$ cat src/rtl/bbox_pkg.sv
// Shared definitions for the bounding-box message scheduler.
// The HDR state exists only when BBOX_MSG_HEADER_EN is defined.
package bbox_pkg;

`ifdef BBOX_MSG_HEADER_EN
  typedef enum logic [1:0] {
    IDLE  = 2'd0,
    BURST = 2'd1,
    HDR   = 2'd2
  } state_t;
`else
  typedef enum logic [1:0] {
    IDLE  = 2'd0,
    BURST = 2'd1
  } state_t;
`endif

  // Default coordinate width of every bounding-box edge.
  localparam int COORD_W_DEF = 11;

  // Upper half of the header word.
  localparam logic [15:0] HDR_MAGIC = 16'h4242;

  // Message word layout: empty flag, x field, y field.
  localparam int EMPTY_BIT = 31;
  localparam int X_LSB     = 16;
  localparam int Y_LSB     = 0;
  localparam int FIELD_W   = 11;

endpackage

$ cat src/rtl/bbox_word_fmt.sv
// Packs one colour's bounding box into a 32-bit message word.
// corner=0 selects the top-left point, corner=1 the bottom-right point.
module bbox_word_fmt
  import bbox_pkg::*;
#(
  parameter int COORD_W = COORD_W_DEF
) (
  input  logic [COORD_W-1:0] xmin,
  input  logic [COORD_W-1:0] ymin,
  input  logic [COORD_W-1:0] xmax,
  input  logic [COORD_W-1:0] ymax,
  input  logic               corner,
  output logic [31:0]        word
);

  logic               empty;
  logic [COORD_W-1:0] x;
  logic [COORD_W-1:0] y;

  // An inverted box on either axis means the colour was not seen this frame.
  always_comb begin
    empty = (xmin > xmax) || (ymin > ymax);
    x     = corner ? xmax : xmin;
    y     = corner ? ymax : ymin;
    word  = '0;
    word[EMPTY_BIT]        = empty;
    word[X_LSB +: COORD_W] = x;
    word[Y_LSB +: COORD_W] = y;
  end

endmodule

$ cat src/rtl/bbox_msg_scheduler.sv
// Bounding-box message scheduler: every N frames, writes one burst of
// per-colour corner words into a downstream FIFO when there is room.
// Optional feature: define BBOX_MSG_HEADER_EN to prefix each burst with a
// header word carrying a wrapping 8-bit sequence number.
module bbox_msg_scheduler
  import bbox_pkg::*;
#(
  parameter int NUM_COLOURS  = 6,
  parameter int COORD_W      = COORD_W_DEF,
  parameter int FIFO_DEPTH   = 256,
  parameter int MSG_INTERVAL = 6
) (
  input  logic                           clk,
  input  logic                           reset_n,
  input  logic                           enable,
  input  logic                           frame_done,
  input  logic [NUM_COLOURS*COORD_W-1:0] bb_xmin,
  input  logic [NUM_COLOURS*COORD_W-1:0] bb_ymin,
  input  logic [NUM_COLOURS*COORD_W-1:0] bb_xmax,
  input  logic [NUM_COLOURS*COORD_W-1:0] bb_ymax,
  input  logic [7:0]                     interval_cfg,
  input  logic [7:0]                     fifo_usedw,
  input  logic                           msg_flush,
  output logic                           fifo_wr,
  output logic [31:0]                    fifo_data,
  output logic                           busy,
  output logic [15:0]                    frames_skipped
);

`ifdef BBOX_MSG_HEADER_EN
  localparam int WORDS = 2*NUM_COLOURS + 1;
`else
  localparam int WORDS = 2*NUM_COLOURS;
`endif

  localparam int              IDX_W    = (2*NUM_COLOURS > 1) ? $clog2(2*NUM_COLOURS) : 1;
  localparam logic [IDX_W-1:0] LAST_IDX = IDX_W'(2*NUM_COLOURS - 1);
  // Highest occupancy that still leaves space for a whole burst.
  localparam logic [31:0]     ROOM_MAX = 32'(FIFO_DEPTH - 1 - WORDS);

  state_t                         state;
  state_t                         state_nxt;
  logic [IDX_W-1:0]               idx;
  logic [7:0]                     frame_cnt;
  logic [7:0]                     eff_interval;
  logic [7:0]                     reload_val;
  logic [15:0]                    skip_cnt;
  logic                           room_ok;
  logic                           start;
  logic                           skip;
  logic                           last_word;
  logic                           active;
  logic [NUM_COLOURS*COORD_W-1:0] snap_xmin;
  logic [NUM_COLOURS*COORD_W-1:0] snap_ymin;
  logic [NUM_COLOURS*COORD_W-1:0] snap_xmax;
  logic [NUM_COLOURS*COORD_W-1:0] snap_ymax;
  logic [COORD_W-1:0]             sel_xmin;
  logic [COORD_W-1:0]             sel_ymin;
  logic [COORD_W-1:0]             sel_xmax;
  logic [COORD_W-1:0]             sel_ymax;
  logic [31:0]                    word_colour;
  logic [31:0]                    word_out;
  int                             col;

`ifdef BBOX_MSG_HEADER_EN
  logic [7:0]                     seq;
`endif

  // Interval 0 falls back to the build-time default.
  always_comb begin
    eff_interval = (interval_cfg == 8'd0) ? 8'(MSG_INTERVAL) : interval_cfg;
    reload_val   = eff_interval - 8'd1;
    room_ok      = ({24'd0, fifo_usedw} <= ROOM_MAX);
    last_word    = (idx == LAST_IDX);
  end

  // State register; reset abandons any burst in flight.
  always_ff @(posedge clk) begin
    if (!reset_n) begin
      state <= IDLE;
    end else begin
      state <= state_nxt;
    end
  end

  // Next-state, start/skip decisions and FIFO-facing outputs.
  always_comb begin
    state_nxt = state;
    start     = 1'b0;
    skip      = 1'b0;
    case (state)
      IDLE: begin
        if (frame_done && (frame_cnt == 8'd0) && enable) begin
          if (!room_ok) begin
            skip = 1'b1;
          end else if (!msg_flush) begin
            start = 1'b1;
`ifdef BBOX_MSG_HEADER_EN
            state_nxt = HDR;
`else
            state_nxt = BURST;
`endif
          end
        end
      end
`ifdef BBOX_MSG_HEADER_EN
      HDR: begin
        state_nxt = BURST;
      end
`endif
      BURST: begin
        if (last_word) begin
          state_nxt = IDLE;
        end
      end
      default: begin
        state_nxt = IDLE;
      end
    endcase
    // A flush wins over everything, including a start in IDLE.
    if (msg_flush) begin
      state_nxt = IDLE;
    end

    active   = (state != IDLE);
    busy     = active;
    fifo_wr  = active && !msg_flush;
    word_out = word_colour;
`ifdef BBOX_MSG_HEADER_EN
    if (state == HDR) begin
      word_out = {HDR_MAGIC, seq, 8'(NUM_COLOURS)};
    end
`endif
    fifo_data      = fifo_wr ? word_out : 32'd0;
    frames_skipped = skip_cnt;
  end

  // Frame countdown: a start reloads it, any other frame_done counts down to 0.
  always_ff @(posedge clk) begin
    if (!reset_n) begin
      frame_cnt <= 8'd0;
    end else if (start) begin
      frame_cnt <= reload_val;
    end else if (frame_done && (frame_cnt != 8'd0)) begin
      frame_cnt <= frame_cnt - 8'd1;
    end
  end

  // Saturating count of frames lost to a full FIFO.
  always_ff @(posedge clk) begin
    if (!reset_n) begin
      skip_cnt <= 16'd0;
    end else if (skip && (skip_cnt != 16'hFFFF)) begin
      skip_cnt <= skip_cnt + 16'd1;
    end
  end

  // Word index within the colour section; cleared whenever not streaming.
  always_ff @(posedge clk) begin
    if (!reset_n) begin
      idx <= '0;
    end else if ((state == BURST) && (state_nxt == BURST)) begin
      idx <= idx + IDX_W'(1);
    end else begin
      idx <= '0;
    end
  end

`ifdef BBOX_MSG_HEADER_EN
  // Sequence number advances only when a burst runs to its last word.
  always_ff @(posedge clk) begin
    if (!reset_n) begin
      seq <= 8'd0;
    end else if ((state == BURST) && last_word && !msg_flush) begin
      seq <= seq + 8'd1;
    end
  end
`endif

  // Freeze the boxes at the start decision so the burst is self-consistent.
  always_ff @(posedge clk) begin
    if (start) begin
      snap_xmin <= bb_xmin;
      snap_ymin <= bb_ymin;
      snap_xmax <= bb_xmax;
      snap_ymax <= bb_ymax;
    end
  end

  // Two words per colour: even index is top-left, odd is bottom-right.
  always_comb begin
    col      = int'(idx) / 2;
    sel_xmin = snap_xmin[col*COORD_W +: COORD_W];
    sel_ymin = snap_ymin[col*COORD_W +: COORD_W];
    sel_xmax = snap_xmax[col*COORD_W +: COORD_W];
    sel_ymax = snap_ymax[col*COORD_W +: COORD_W];
  end

  bbox_word_fmt #(
    .COORD_W (COORD_W)
  ) u_word_fmt (
    .xmin   (sel_xmin),
    .ymin   (sel_ymin),
    .xmax   (sel_xmax),
    .ymax   (sel_ymax),
    .corner (idx[0]),
    .word   (word_colour)
  );

endmodule

$ cat config.mk
export PLATFORM = sky130hd
export DESIGN_NAME = bbox_msg_scheduler
export DESIGN_NICKNAME = d
export VERILOG_FILES = /design/src/rtl/bbox_pkg.sv /design/src/rtl/bbox_word_fmt.sv /design/src/rtl/bbox_msg_scheduler.sv
export SDC_FILE = /design/constraint.sdc
export NUM_CORES = 1
export LEC_CHECK = 0
export CORE_ASPECT_RATIO = 0.5
export CORE_UTILIZATION = 36
export CTS_BUF_LIST = sky130_fd_sc_hd__clkbuf_8
export DETAILED_ROUTE_END_ITERATION = 16
export PLACE_DENSITY_LB_ADDON = 0.08
export REMOVE_ABC_BUFFERS = 1
export SLEW_MARGIN = 15
export SYNTH_ARGS = -nofsm -noshare
export SYNTH_HDL_FRONTEND = slang
export SYNTH_HIERARCHICAL = 1
export SYNTH_SLANG_ARGS = --single-unit
$ cat constraint.sdc
create_clock -name clk -period 30.1 [get_ports clk]
set_clock_uncertainty 0.15 [all_clocks]
set_input_delay 4.515 -clock clk [delete_from_list [all_inputs] [get_ports clk]]
set_output_delay 4.515 -clock clk [all_outputs]
set_load 0.02 [all_outputs]
# Yosys cells after proc, flatten, opt, wreduce, memory -nomap -nowiden
# Cells that the tools add are included.
# op_classes
addsub	4
mul	1
div_mod_pow	0
magnitude_cmp	3
n_eq_ne	4
shift	4
muxes	18
n_bitwise	0
reduce_logical	15
# op_table
cell	n
$shiftx A66 B32 Y11	3
$shiftx A66 B8 Y11	1
$mux W32	1
$mux W8	3
$gt A11 B11 Y1	2
$mux W11	2
$add A16 B1 Y16 const B	1
$logic_not A8 Y1	2
$ne A16 B16 Y1 const B	1
$sub A8 B1 Y8 const B	2
$le A8 B8 Y1 const B	1
$mux W2	4
$reduce_bool A8 Y1	1
$mul A3 B4 Y7 const B	1
$mux W1	7
$logic_and A1 B1 Y1	6
$add A4 B1 Y4 const B	1
$eq A2 B1 Y1 const B	2
$eq A4 B4 Y1 const B	1
$pmux W2 S2	1
$reduce_bool A2 Y1	2
$logic_not A2 Y1	1
$reduce_and A2 Y1	1
$logic_not A1 Y1	1
$logic_or A1 B1 Y1	1
# word_totals
reg_bits	294
latchBits	0
ramBits	0
romBits	0
in_bits	285
memories	0

# Depth between registers and ports, before layout
# Gate-level depths: netlist of run 1.
# depth
depth_word	9
depth_mapped	13
depth_no_buf	10

# Hierarchy
# Netlist of run 1, hierarchy kept.
# by_module_without_submodules
module	n_inst	cells_per_inst	area_per_inst_um2
bbox_msg_scheduler	1	711	11812.6
bbox_word_fmt	1	115	912.1

# Worst setup path after synthesis of run 1
# OpenSTA, ideal clock, no wires.
# synth_timing
path_type	input -> register
start	input port enable
end	register snap_xmax[0] (enable)
setup_ps	1212
arrival_ps	22852
required_time_ps	28738
slack_ps	5885
cell_stages	3
n_path_buf	0
path_cell_list	nand4bb_1 > or3_1 > nor3_1
# synth_via
elab_chain_cells	3
# synth_rtl
item	line_no	text
from (decl)	bbox_msg_scheduler.sv:15	input logic enable,
$logic_and A1 B1 Y1	bbox_msg_scheduler.sv:93	if (frame_done && (frame_cnt == 8'd0) && enable) begin
$mux W1	bbox_msg_scheduler.sv:93	
$mux W1	bbox_msg_scheduler.sv:91	case (state)
to (signal assigned)	bbox_msg_scheduler.sv:185	snap_xmax <= bb_xmax;
to (decl)	bbox_msg_scheduler.sv:55	logic [NUM_COLOURS*COORD_W-1:0] snap_xmax;
# No other way between the ends.
# A chain may end at the register's enable or synchronous reset.

# Final worst setup path of run 1
# layout_timing
start	input port msg_flush
end	output port fifo_data[0]
# layout_via
elab_chain_cells	3
# layout_rtl
item	line_no	text
from (decl)	bbox_msg_scheduler.sv:23	input logic msg_flush,
$logic_not A1 Y1	bbox_msg_scheduler.sv:127	fifo_wr = active && !msg_flush;
$logic_and A1 B1 Y1	bbox_msg_scheduler.sv:127	
$mux W32	bbox_msg_scheduler.sv:134	fifo_data = fifo_wr ? word_out : 32'd0;
to (decl)	bbox_msg_scheduler.sv:25	output logic [31:0] fifo_data,
# No other way between the ends.

==> results of run 1 <==
-- worst register-to-register path, cell delays in order, from the launching register on --
cell     delay, ps
dfxtp_1        340
or4_4          590
or2_1          320
nor3_2         280
buf_12         630
buf_4         1190
-- cells by family (layout without fill, tap and decap cells) --
| group | Yosys count | in the layout | synth area share [%] |
|---|---|---|---|
| compound gates | 104 | 104 | 5.32 |
| xor+xnor | 14 | 14 | 0.964 |
| fa+ha+maj | 25 | 25 | 2.46 |
| buf+inv | 126 | 485 | 4.07 |
| flops | 294 | 294 | 67.0 |
| mux | 110 | 110 | 13.2 |
| other cells | 2 | 13 | 0.0590 |
| simple gates | 151 | 151 | 6.92 |
-- cell type report --
cell class | count | area [sq um]
diodes | 3 | 7.51
clock inverters | 30 | 121
clock buffers | 48 | 661
inverters | 75 | 282
fillers | 3017 | 17400
flip-flops and latches | 294 | 8540
multi-input cells | 414 | 3720
repair buffers | 332 | 3310
well taps | 475 | 594
-- state kept, by name, summed over array words and instances, names as in the netlist --
name / flops
snap_xmax: 66
snap_xmin: 66
snap_ymax: 66
snap_ymin: 66
frames_skipped: 16
frame_cnt: 8
idx: 4
state: 2
-- per-layer routing --
layer / vias to the layer above / track usage, % / part of all wire (%)
li1: 3852 / - / -
met1: 4011 / 21.9 / 41
met2: 193 / 32.3 / 53
met3: 42 / 3.88 / 4.5
met4: 0 / 4.54 / 1.4
met5: - / 0 / 0
-- worst paths after layout --
check | start | to | slack, ps | depth (start not counted)
min | frame_cnt[2] | frame_cnt[2] | 350 | 2
max reg2reg | frame_cnt[0] | snap_ymin[16] | 26100 | 5
max | msg_flush | fifo_data[0] | 19000 | 5
min reg2reg | frame_cnt[2] | frame_cnt[2] | 350 | 2
-- cell usage in the layout (no fill, tap or decap), drive strengths merged, types with 4 or more instances in the layout --
| master | Yosys | layout |
|---|---|---|
| a211oi | 4 | 4 |
| a21o | 4 | 4 |
| a21oi | 20 | 20 |
| and3 | 33 | 33 |
| buf | 23 | 9 |
| clkbuf | 28 | 48 |
| clkdlybuf4s50 | 0 | 323 |
| clkinv | 0 | 14 |
| conb | 2 | 10 |
| dfxtp | 30 | 30 |
| edfxtp | 264 | 264 |
| ha | 25 | 25 |
| inv | 75 | 90 |
| mux2 | 21 | 21 |
| mux2i | 45 | 45 |
| mux4 | 44 | 44 |
| nand2 | 14 | 14 |
| nand3 | 10 | 10 |
| nand3b | 4 | 4 |
| nand4 | 10 | 10 |
| nor2 | 31 | 31 |
| nor3 | 15 | 15 |
| nor4 | 6 | 6 |
| o21ai | 11 | 11 |
| o22ai | 44 | 44 |
| or2 | 7 | 7 |
| xnor2 | 12 | 12 |
-- power by group through the flow --
stage / Sequential (mW) / Clock [mW] / Combinational (mW)
2_1_floorplan: 0.499 / 0 / 0.0655
3_3_place_gp: 0.486 / 0 / 0.121
3_5_place_dp: 0.487 / 0 / 0.124
4_1_cts: 0.479 / 0.315 / 0.125
5_1_grt: 0.480 / 0.333 / 0.135
6_report: 0.479 / 0.304 / 0.125
==> key figures, run 1 <==
Synth
  – Mean Syn Cell Area: 15.4 sq um
  – Largest area contributor in the netlist: edfxtp_1
  – Synth cell types: 64
  – Seq/Total Area, Yosys: about 67%
  – Most common cell in the netlist: edfxtp_1
  – Ys Warns: 6
  – Number of synthesized register bits: 294
  – Synth top area cells: edfxtp_1 62%, mux4_2 7.8%, dfxtp_1 4.7%, mux2i_1 3.5%, ha_1 2.5%
  – Async set-reset flop share out of synthesis: 0%
  – Number of flops mapped to enable cells by yosys: 264
  – List of most frequent post-synthesis cells: 264 x edfxtp_1, 75 x inv_1, 45 x mux2i_1, 44 x mux4_2, 44 x o22ai_1
  – Post-Syn Instances: between 800 and 900
  – Most used DFF post-synth: edfxtp_1
  – Yosys top cell area share: 62.3%
  – Mapped Area: between 10000 and 15000 sq um

Placement
  – Gpl congestion: 0.819
  – Setup WS pre-CTS: 19000 ps
  – IO buf count: 323
  – Detailed Place HPWL: about 22 mm
  – Placement Cell Area: 16400 sq um
  – Placed cell count: 1590

Setup path
  – Bufs and invs on worst path: 4
  – Cell mode on critical path: clkdlybuf4s50_1
  – WS Path Type: primary input to primary output
  – Critical path required time: 25440 ps
  – Crit-path leading delay family: buffers and inverters
  – Crit path DAT: 6430 ps
  – CP Cell Sequence: clkdlybuf4s50_1 > inv_1 > buf_4 > and3_1 > clkdlybuf4s50_1
  – Crit end category: primary output
  – Critical Path Max Stage Delay: 650 ps
  – Crit Path Max Fanout: 33
  – Slowest stage cell, crit path: clkdlybuf4s50_1
  – Startpoint Class: primary input

Layout
  – Final Util: 49.7%
  – Final #Nets: 1473
  – Share of cells above drive strength 1: approximately 12%
  – Fin area: around 17000 sq um
  – Layout area overhead: 35.4%
  – Non-filler cells, final: 1671

Routing
  – DR pass1 iterations: 4
  – Drt wl/cell: 19.7 microns
  – Vias post-DR: 8098
  – # DRC: 0
  – Via density: approximately 4.8
  – Total Wirelength: around 33 mm
  – Remaining antenna violation count after routing: 0
  – 1st-iter DRT viols: 447

Power and ir drop
  – PD cells: 52.7 nW/um^2
  – Comb power frac: a little over an eighth
  – Int Pwr: just under 0.7 mW
  – Lkg Pwr: 5.90 nW
  – Sequential power share: 52.8%
  – Clock power frac: between 30% and 40%
  – Worst-case vdd ir drop: 0.0000257 V
  – Sw power: 0.226 mW
  – Sw Share: 24.9%
  – Pwr Total: 0.907 mW

Timing
  – Worst Tran Pin Value: 1110 ps
  – Min Clock Period, post-route: 11100 ps
  – Setup WS post-layout: 19000 ps
  – Max_slew headroom: 26.2%
  – Max-slew violation count: 0
  – Fin crit share: 36.9%
  – Setup TNS: 0 ps
  – Hold Vio Cnt, Final: 0
  – Final hold slack: 347 ps
  – Unrepaired setup endpoints after global routing: false
  – Max Clk Rate: approximately 0.090 GHz
  – Final Setup Violations: 0

Clocking
  – Postcts setup bufs: 0
  – Root Driver: clkbuf_8
  – Clock Path Buffers: 3
  – CTS tree: built
  – Clock sinks: 294
  – Worst-skew pair later-pin latency: 560 ps
  – H-tree Lvls: 2
  – PostCTS Resize Cnt: 0
  – Clk slew on worst S/H paths: 60 ps
  – CTS Hold Bufs: 0
  – CTS buffer count: 46

Floorplan
  – Die width: 268 microns
  – Core area: 34700 sq um
  – Die height: 135 microns
  – Die area: between 30000 and 40000 sq um
  – Rows: 48
  – Initial Utilization: 36.7%
  – Ports: 335

Global routing
  – GRT overflow: 0
  – Largest net degree at the start of global routing: 183
  – Vias in the first global route: between 8000 and 9000
  – Tot GR Track Use: around 18%
  – First-pass GRT wire length: 48.4 mm
  – Initial antenna violation count: 3

Run
  – Max-cap violations: 0

Run status
  – Outcome: finished clean

Hold path
  – Hold crit path type: register to register
Note: power is estimated with default switching activity, not from simulation.
==> run 2: changes to the inputs <==
==> constraint.sdc (replaced) <==
create_clock -name clk -period 9.49 [get_ports clk]
set_clock_uncertainty 0.15 [all_clocks]
set_input_delay 1.4235 -clock clk [delete_from_list [all_inputs] [get_ports clk]]
set_output_delay 1.4235 -clock clk [all_outputs]
set_load 0.02 [all_outputs]
==> key figures, run 2 (synthesis results as in run 1) <==
Run status
  – Outcome: finished clean

Power and ir drop
  – Clock power frac: 35.2% (+1.7 points)
  – Pwr Total: 2.96 mW (+230%)
  – Lkg Pwr: 5.95 nW (+0.85%)
  – Sw Share: 24.7% (-0.22 points)
  – Worst-case vdd ir drop: 0.0000980 V (+280%)
  – Sequential power share: 51.4% (-1.4 points)
  – Comb power frac: 13.4% (-0.3 points)
  – PD cells: 171 nW/um^2 (+220%)
  – Sw power: 0.729 mW (+220%)
  – Int Pwr: 2.23 mW (+230%)

Placement
  – IO buf count: 323 (unchanged)
  – Gpl congestion: 0.828 (+1.1%)
  – Setup WS pre-CTS: 3720 ps (-15280 ps)
  – Detailed Place HPWL: 22.1 mm (-0.65%)
  – Placed cell count: 1590 (unchanged)

Clocking
  – Worst-skew pair later-pin latency: 570 ps (about the same)
  – Clock Path Buffers: 3 (unchanged)
  – H-tree Lvls: 2 (unchanged)
  – CTS tree: built
  – Postcts setup bufs: 0 (unchanged)
  – PostCTS Resize Cnt: 0 (unchanged)
  – CTS buffer count: 47 (+2.2%)
  – Clk slew on worst S/H paths: 60 ps (about the same)
  – CTS Hold Bufs: 0 (unchanged)
  – Root Driver: clkbuf_8
  – Clock sinks: 294 (unchanged)

Floorplan
  – Rows: 48 (unchanged)
  – Die area: 36100 sq um (unchanged)
  – Ports: 335 (unchanged)
  – Core area: 34700 sq um (unchanged)
  – Initial Utilization: 36.7% (unchanged)
  – Die width: 268 microns (unchanged)
  – Die height: 135 microns (unchanged)

Setup path
  – Critical path required time: 7920 ps (-17520 ps)
  – Crit Path Max Fanout: 47 (+42%)
  – Crit path DAT: 4720 ps (-1710 ps)
  – CP startpoint: idx[1]
  – Crit end category: primary output
  – WS Path Type: register to primary output
  – Reg-to-Reg Start: frame_cnt[0]
  – Startpoint Class: register

Timing
  – Max-slew violation count: 0 (unchanged)
  – Setup TNS: 0 ps (unchanged)
  – Unrepaired setup endpoints after global routing: false
  – Min Clock Period, post-route: 6290 ps
  – Fin crit share: approximately two thirds
  – Worst Tran Pin Value: 928 ps (-180 ps)
  – Final Setup Violations: 0 (unchanged)
  – Max_slew headroom: 38.1% (+12 points)
  – Max Clk Rate: about 0.16 GHz
  – Hold Vio Cnt, Final: 0 (unchanged)
  – Final hold slack: 338 ps (-9.23 ps)
  – Setup WS post-layout: 3200 ps (-15800 ps)

Global routing
  – Vias in the first global route: 8475 (+1.3%)
  – First-pass GRT wire length: 48.5 mm (+0.29%)
  – GRT overflow: 0 (unchanged)
  – Initial antenna violation count: 1 (-2)
  – Largest net degree at the start of global routing: 143 (-22%)
  – Tot GR Track Use: 17.9% (-0.11 points)

Routing
  – Remaining antenna violation count after routing: 0 (unchanged)
  – Total Wirelength: 32.4 mm (-1.7%)
  – 1st-iter DRT viols: 542 (+21%)
  – # DRC: 0 (unchanged)
  – Drt wl/cell: 19.3 microns (-1.8%)
  – Via density: 4.85 (+0.14%)
  – Vias post-DR: 8124 (+0.32%)
  – DR pass1 iterations: 5 (+1)

Hold path
  – Hold crit path type: register to register
  – Hold Crit Start: frame_cnt[2]

Layout
  – Commonest non-fill, non-tap cell in the layout: clkdlybuf4s50_1
  – Area occupied by multi-input gates: 3720 sq um (unchanged)
  – Share of cells above drive strength 1: 12.9% (+0.53 points)
  – Non-filler cells, final: 1674 (+0.18%)
  – Register Area: 8540 sq um (unchanged)
  – Final #Nets: 1474 (+0.068%)
  – Layout area overhead: 36.2%
  – Fill cell count: 3066 (+1.6%)
  – Most frequent cells in the layout: 323 x clkdlybuf4s50_1, 264 x edfxtp_1, 92 x inv_1, 52 x clkbuf_8, 45 x mux2i_1

Run
  – Max-cap violations: 0 (unchanged)
[run 2: cell count changes in the layout (fill, tap and decap cells not counted), moves of 2 or more]
| cell | change |
|---|---|
| clkbuf_8 | +4 |
| clkinv_1 | -4 |
| clkinvlp_4 | +2 |
| diode_2 | -2 |
| inv_1 | +2 |
[run 2: path summary, 6_finish.rpt]
check | to | slack, ps | cells after the start
max | fifo_data[31] | 3200 | 11
min | frame_cnt[2] | 340 | 2
max reg2reg | snap_xmax[0] | 6040 | 5
min reg2reg | frame_cnt[2] | 340 | 2
[run 2: metrics by stage]
stage / utilization [%] / instance area, sq um
after floorplan: - / 12500
after global placement: 47.5 / 16500
after detailed placement: 47.5 / 16500
after CTS: 50.0 / 17300
after global routing: 50.0 / 17300
final: 50.0 / 17300
[run 2: layout make-up]
type                            instances  share of cell area (%)
Timing Repair Buffer                  332                    19.2
Clock inverter                         31                   0.938
Antenna cell                            1                  0.0144
Tap cell                              475                    3.43
Sequential cell                       294                    49.2
Clock buffer                           52                    4.13
Multi-Input combinational cell        414                    21.4
Inverter                               75                    1.62
[run 2: power groups by stage]
stage               Sequential (mW)  Combinational (mW)  Clock (mW)
global placement               1.54               0.385           0
detailed placement             1.54               0.394           0
finish                         1.52               0.397        1.04
CTS                            1.52               0.396        1.08
global route                   1.52               0.434        1.13
floorplan                      1.58               0.208           0
[run 2: per-layer routing]
layer  vias up  track usage (%)  share of wire [%]
met5         -                0                  0
met3        57             3.76                4.8
met1      4025             21.6                 40
met4         0             4.54                1.7
li1       3853                -                  -
met2       189             32.4                 53
[run 2: critical path: stages (launching register included)]
cell             delay [ps]
dfxtp_4                 930
buf_12                  400
mux4_2                  560
inv_1                    70
o22ai_1                  90
ha_1                    350
and3_4                  200
a221oi_2                240
nand4b_1                240
a22o_1                  290
and3_1                  150
clkdlybuf4s50_1         570
